===== config.mk =====
export PLATFORM = sky130hd
export DESIGN_NAME = parity_serializer_flat
export DESIGN_NICKNAME = d
export VERILOG_FILES = /design/src/rtl/parity_serializer_if.sv /design/src/rtl/parity_serializer.sv /design/src/flat_wrapper.sv
export SDC_FILE = /design/constraint.sdc
export NUM_CORES = 1
export LEC_CHECK = 0
export CELL_PAD_IN_SITES_DETAIL_PLACEMENT = 0
export CELL_PAD_IN_SITES_GLOBAL_PLACEMENT = 1
export CORE_ASPECT_RATIO = 1.25
export CORE_MARGIN = 3
export CORE_UTILIZATION = 35
export CTS_BUF_LIST = sky130_fd_sc_hd__clkbuf_4 sky130_fd_sc_hd__clkbuf_8
export CTS_CLUSTER_SIZE = 25
export DETAILED_ROUTE_END_ITERATION = 10
export PLACE_DENSITY = 0.85
export SLEW_MARGIN = 20
export SYNTH_ARGS = -nofsm -noshare
export SYNTH_HDL_FRONTEND = slang
export SYNTH_SLANG_ARGS = --single-unit

===== constraint.sdc =====
create_clock -name clk -period 1.26 [get_ports clk]
set_input_delay 0.378 -clock clk [delete_from_list [all_inputs] [get_ports clk]]
set_output_delay 0.378 -clock clk [all_outputs]
set_load 0.005 [all_outputs]

===== src/rtl/parity_serializer_if.sv =====
// parity_serializer_if: word handshake and serial-frame signals of the parity serializer
interface parity_serializer_if #(
  parameter int N = 8
);
  logic [N-1:0] in_data;
  logic         in_valid;
  logic         in_ready;
  logic         ser_out;
  logic         ser_valid;
  logic         ser_is_par;
  logic         ser_last;
  logic         busy;
  modport master (
    output in_data, in_valid,
    input  in_ready, ser_out, ser_valid, ser_is_par, ser_last, busy
  );
  modport slave (
    input  in_data, in_valid,
    output in_ready, ser_out, ser_valid, ser_is_par, ser_last, busy
  );
endinterface


===== src/rtl/parity_serializer.sv =====
// parity_serializer: shifts an N-bit word out LSB-first, then one parity bit (N+1 cycles per frame)
module parity_serializer #(
  parameter int N   = 8,
  parameter bit ODD = 1'b0
) (
  input logic           clk,
  input logic           rst_n,
  parity_serializer_if.slave bus
);
  localparam int CW = (N > 1) ? $clog2(N) : 1;
  typedef enum logic [1:0] {IDLE, DATA, PAR} state_t;
  state_t        r_state, w_next;
  logic [N-1:0]  r_shreg;
  logic [CW-1:0] r_cnt;
  logic          r_acc;
  logic          w_ready, w_accept, w_last;
  // ready is held low while reset is asserted, even though IDLE is already forced
  assign w_ready  = rst_n && (r_state != DATA);
  assign w_accept = w_ready && bus.in_valid;
  assign w_last   = (r_cnt == CW'(N - 1));
  always_comb begin
    w_next = r_state;
    w_next = (r_state == DATA) ? (w_last ? PAR : DATA) : (bus.in_valid ? DATA : IDLE);
  end
  always_ff @(posedge clk or negedge rst_n) begin
    if (!rst_n) begin
      r_state <= IDLE;
      r_shreg <= '0;
      r_cnt   <= '0;
      r_acc   <= 1'b0;
    end else begin
      r_state <= w_next;
      if (w_accept) begin
        r_shreg <= bus.in_data;
        r_cnt   <= '0;
        r_acc   <= 1'b0;
      end else if (r_state == DATA) begin
        r_shreg <= r_shreg >> 1;
        r_acc   <= r_acc ^ r_shreg[0];
        r_cnt   <= w_last ? '0 : r_cnt + 1'b1;
      end
    end
  end
  assign bus.in_ready   = w_ready;
  assign bus.ser_valid  = (r_state != IDLE);
  assign bus.busy       = (r_state != IDLE);
  assign bus.ser_is_par = (r_state == PAR);
  assign bus.ser_last   = (r_state == PAR);
  assign bus.ser_out    = (r_state == DATA) ? r_shreg[0] : ((r_state == PAR) && (r_acc ^ ODD));
endmodule


===== src/flat_wrapper.sv =====
// flat-port wrapper written by rule: the top's interface ports become plain ports
module parity_serializer_flat 
#(
  parameter int N   = 8,
  parameter bit ODD = 1'b0
)
  (clk, rst_n, bus_in_data, bus_in_valid, bus_in_ready, bus_ser_out, bus_ser_valid, bus_ser_is_par, bus_ser_last, bus_busy);
  parity_serializer_if #(.N(N)) bus_i ();
  input logic clk;
  input logic rst_n;
  input wire logic [$bits(bus_i.in_data)-1:0] bus_in_data;
  input wire logic [$bits(bus_i.in_valid)-1:0] bus_in_valid;
  output wire logic [$bits(bus_i.in_ready)-1:0] bus_in_ready;
  output wire logic [$bits(bus_i.ser_out)-1:0] bus_ser_out;
  output wire logic [$bits(bus_i.ser_valid)-1:0] bus_ser_valid;
  output wire logic [$bits(bus_i.ser_is_par)-1:0] bus_ser_is_par;
  output wire logic [$bits(bus_i.ser_last)-1:0] bus_ser_last;
  output wire logic [$bits(bus_i.busy)-1:0] bus_busy;
  assign bus_i.in_data = bus_in_data;
  assign bus_i.in_valid = bus_in_valid;
  assign bus_in_ready = bus_i.in_ready;
  assign bus_ser_out = bus_i.ser_out;
  assign bus_ser_valid = bus_i.ser_valid;
  assign bus_ser_is_par = bus_i.ser_is_par;
  assign bus_ser_last = bus_i.ser_last;
  assign bus_busy = bus_i.busy;
  parity_serializer #(.N(N), .ODD(ODD)) u_core (.clk(clk), .rst_n(rst_n), .bus(bus_i));
endmodule

==> out/results.ini, run 1 <==
[cells_and_area]
final_core_util=0.575
final-seq-area_um2=350
multi_input_area_um2=347
stdcell_count=114
fillers=151
n_antenna_cell=0
area.growth.synth_to_final_pct=51.1
drive_above_1_share=0.368
fin_area_um2=1050
layout.nets=111

[timing]
rsz0062_at_grt=true
tns_ps=-2880
whs_ps=191
drv_slew=0
fin_crit_ps=1570
fin_crit_sh=1.25
slew_headroom=0.862
fin_skew_ps=7.62
setup_ws_ps=-311
hold_violations=0
tightestPinTransition_ps=206
fmax_ghz=0.637
setup_viol=16

[die]
initial_utilization=0.380
dieHeight_um=55.8
coreArea_um2=1830
num_io_pins=17
rows=17
die-area_um2=2560
die_x_um=45.9

[clock_network]
clock_path_buffers=2
cts_made_buffers=3
cts-root-buf=clkbuf_4
clk_pin_slew_worst_paths_ps=70
htreeDepth=1
insertion_delay_ps=270
cts_tree=built
hold_buffers=0
numClockSinks=14

[power]
powerDensity_nw_per_um2=2070
p_leak_nw=0.521
ir_drop_uv=904
total_power_mw=2.17

[grt]
overflow=0
grt_pass1_vias=609
grt_pass1_wl_mm=2.58
grt_use_total=0.132
grt_antenna_before_repair=0
grt_max_degree=11

[routing]
drtPass1Iterations=4
wl_per_cell_um=13.3
vias_per_cell=5.12
vias=584
wl_mm=1.52
first_iter_violations=14
drc=0
ant_nets=0

[place]
portBuffers=16
place.gp.congestion=0.722
dp_hpwl_mm=1.08
placedCellCount=105
pre_cts_slack_ps=-624
placed_cell_area_um2=931

[synth]
ys_ff_latch=14
syn_nets=77
synth_area_per_cell_um2=11.0
syn_area_um2=696
ys_seq_area_frac=0.504
ys_warn_count=0
ys_types=21
syn_inst=63

[setup_path]
worstSetupEndpointType=output pin
required_ps=880
crit_type=reg2out
critPathLaunch=u_core.r_state[1]$_DFF_PN0_
cp-start-kind=register
r2r_start=u_core.r_state[1]$_DFF_PN0_
cp.arrival_ps=1190
crit_fanout=4

[status]
status=finished, violations left
violations=negative setup slack

[hold_path]
min_path_type=in2async

[flow_run]
cap_violations=0

-- path summary, 6_finish.rpt --
check	to	slack (ps)	cells after the start
hold reg to reg	u_core.r_shreg[7]$_DFFE_PN0P_	510	2
setup reg to reg	u_core.r_shreg[6]$_DFFE_PN0P_	-190	7
min in group clk	u_core.r_shreg[7]$_DFFE_PN0P_	510	2
setup / recovery	bus_ser_out	-310	4
hold / removal	u_core.r_cnt[2]$_DFFE_PN0P_	190	2
max in group asynchronous	u_core.r_shreg[6]$_DFFE_PN0P_	740	3
-- per-layer routing --
metal / vias to the layer above / GRT usage / routed length (µm)
li1: 282 / - / -
met1: 289 / 0.168 / 635
met2: 11 / 0.215 / 813
met3: 2 / 0.00971 / 51
met4: 0 / 0.0610 / 16
met5: - / 0 / 0
-- synthesized netlist by cell type, drive strengths merged --
library cell   n  area (µm²)
nand3          4        20.0
nand2b         1        6.26
nor2           3        16.3
o21ai          2        10.0
xor2           1        8.76
nand3b         2        15.0
ha             3        37.5
and2          10        62.6
a21o           1        7.51
nor2b          1        13.8
or2            1        6.26
and2b          1        8.76
a221o          7        70.1
buf            4        31.3
dfrtp         14         350
nand2          7        26.3
nor3           1        5.00
-- worst max-delay path, stage by stage (launching register included) --
cell and delay, ps:
dfrtp_1 420, buf_6 140, nand3b_1 170, o21ai_1 80, buf_2 120
-- layout make-up --
type	instances	share of cell area
clock buffer	3	0.0214
multi-input combinational	45	0.330
sequential	14	0.333
tap	19	0.0226
timing repair buffer	33	0.293
-- cells in the final DEF (no fill, tap or decap), types with 2 or more instances in the layout --
cell             netlist  final
and2_4                 0      2
clkdlybuf4s50_1        0      9
nand2_1                7      7
buf_2                  1      2
a221o_1                7      7
buf_4                  2     10
nor2_4                 0      2
dfrtp_1               14     14
nand3b_1               2      2
buf_6                  1     11
and2_1                 6      7
nand3_1                4      4
clkbuf_4               0      3
ha_1                   3      3
-- flip-flops by register name (all words and copies together) (netlist names) --
signal and cells:
u_core.r_acc 1, u_core.r_state 2, u_core.r_cnt 3, u_core.r_shreg 8
-- timing repair --
action | 4_1_cts | 5_1_grt
setup endpoints to repair | 16 | 18
pin swaps | 2 | 1
resized for setup | 34 | 14
setup buffers | 8 | 3
-- cells by family (layout without fill, tap and decap cells) --
group	count (synthesis)	count (layout)	share of synthesized area
xor+xnor	1	1	0.0126
buf+inv	4	36	0.0449
compound gates	10	10	0.126
simple gates	31	31	0.259
fa+ha+maj	3	3	0.0540
flops	14	14	0.504
-- where the power goes --
| group | internal [mW] | leakage [nW] | switching (mW) |
|---|---|---|---|
| Clock | 0.111 | 0.0138 | 0.135 |
| Sequential | 0.627 | 0.180 | 0.112 |
| Combinational | 0.723 | 0.327 | 0.467 |
Power figures use the tool's default switching activity.
==> run 2, diff against run 1 <==
--- a/config.mk
+++ b/config.mk
@@ -11,6 +11,7 @@
 export CORE_MARGIN = 3
 export CORE_UTILIZATION = 35
 export CTS_BUF_LIST = sky130_fd_sc_hd__clkbuf_4 sky130_fd_sc_hd__clkbuf_8
+export CTS_CLUSTER_DIAMETER = 200
 export CTS_CLUSTER_SIZE = 25
 export DETAILED_ROUTE_END_ITERATION = 10
 export PLACE_DENSITY = 0.85
==> results of run 2 <==
Final layout, timing and power as in run 1 (identical DEF).
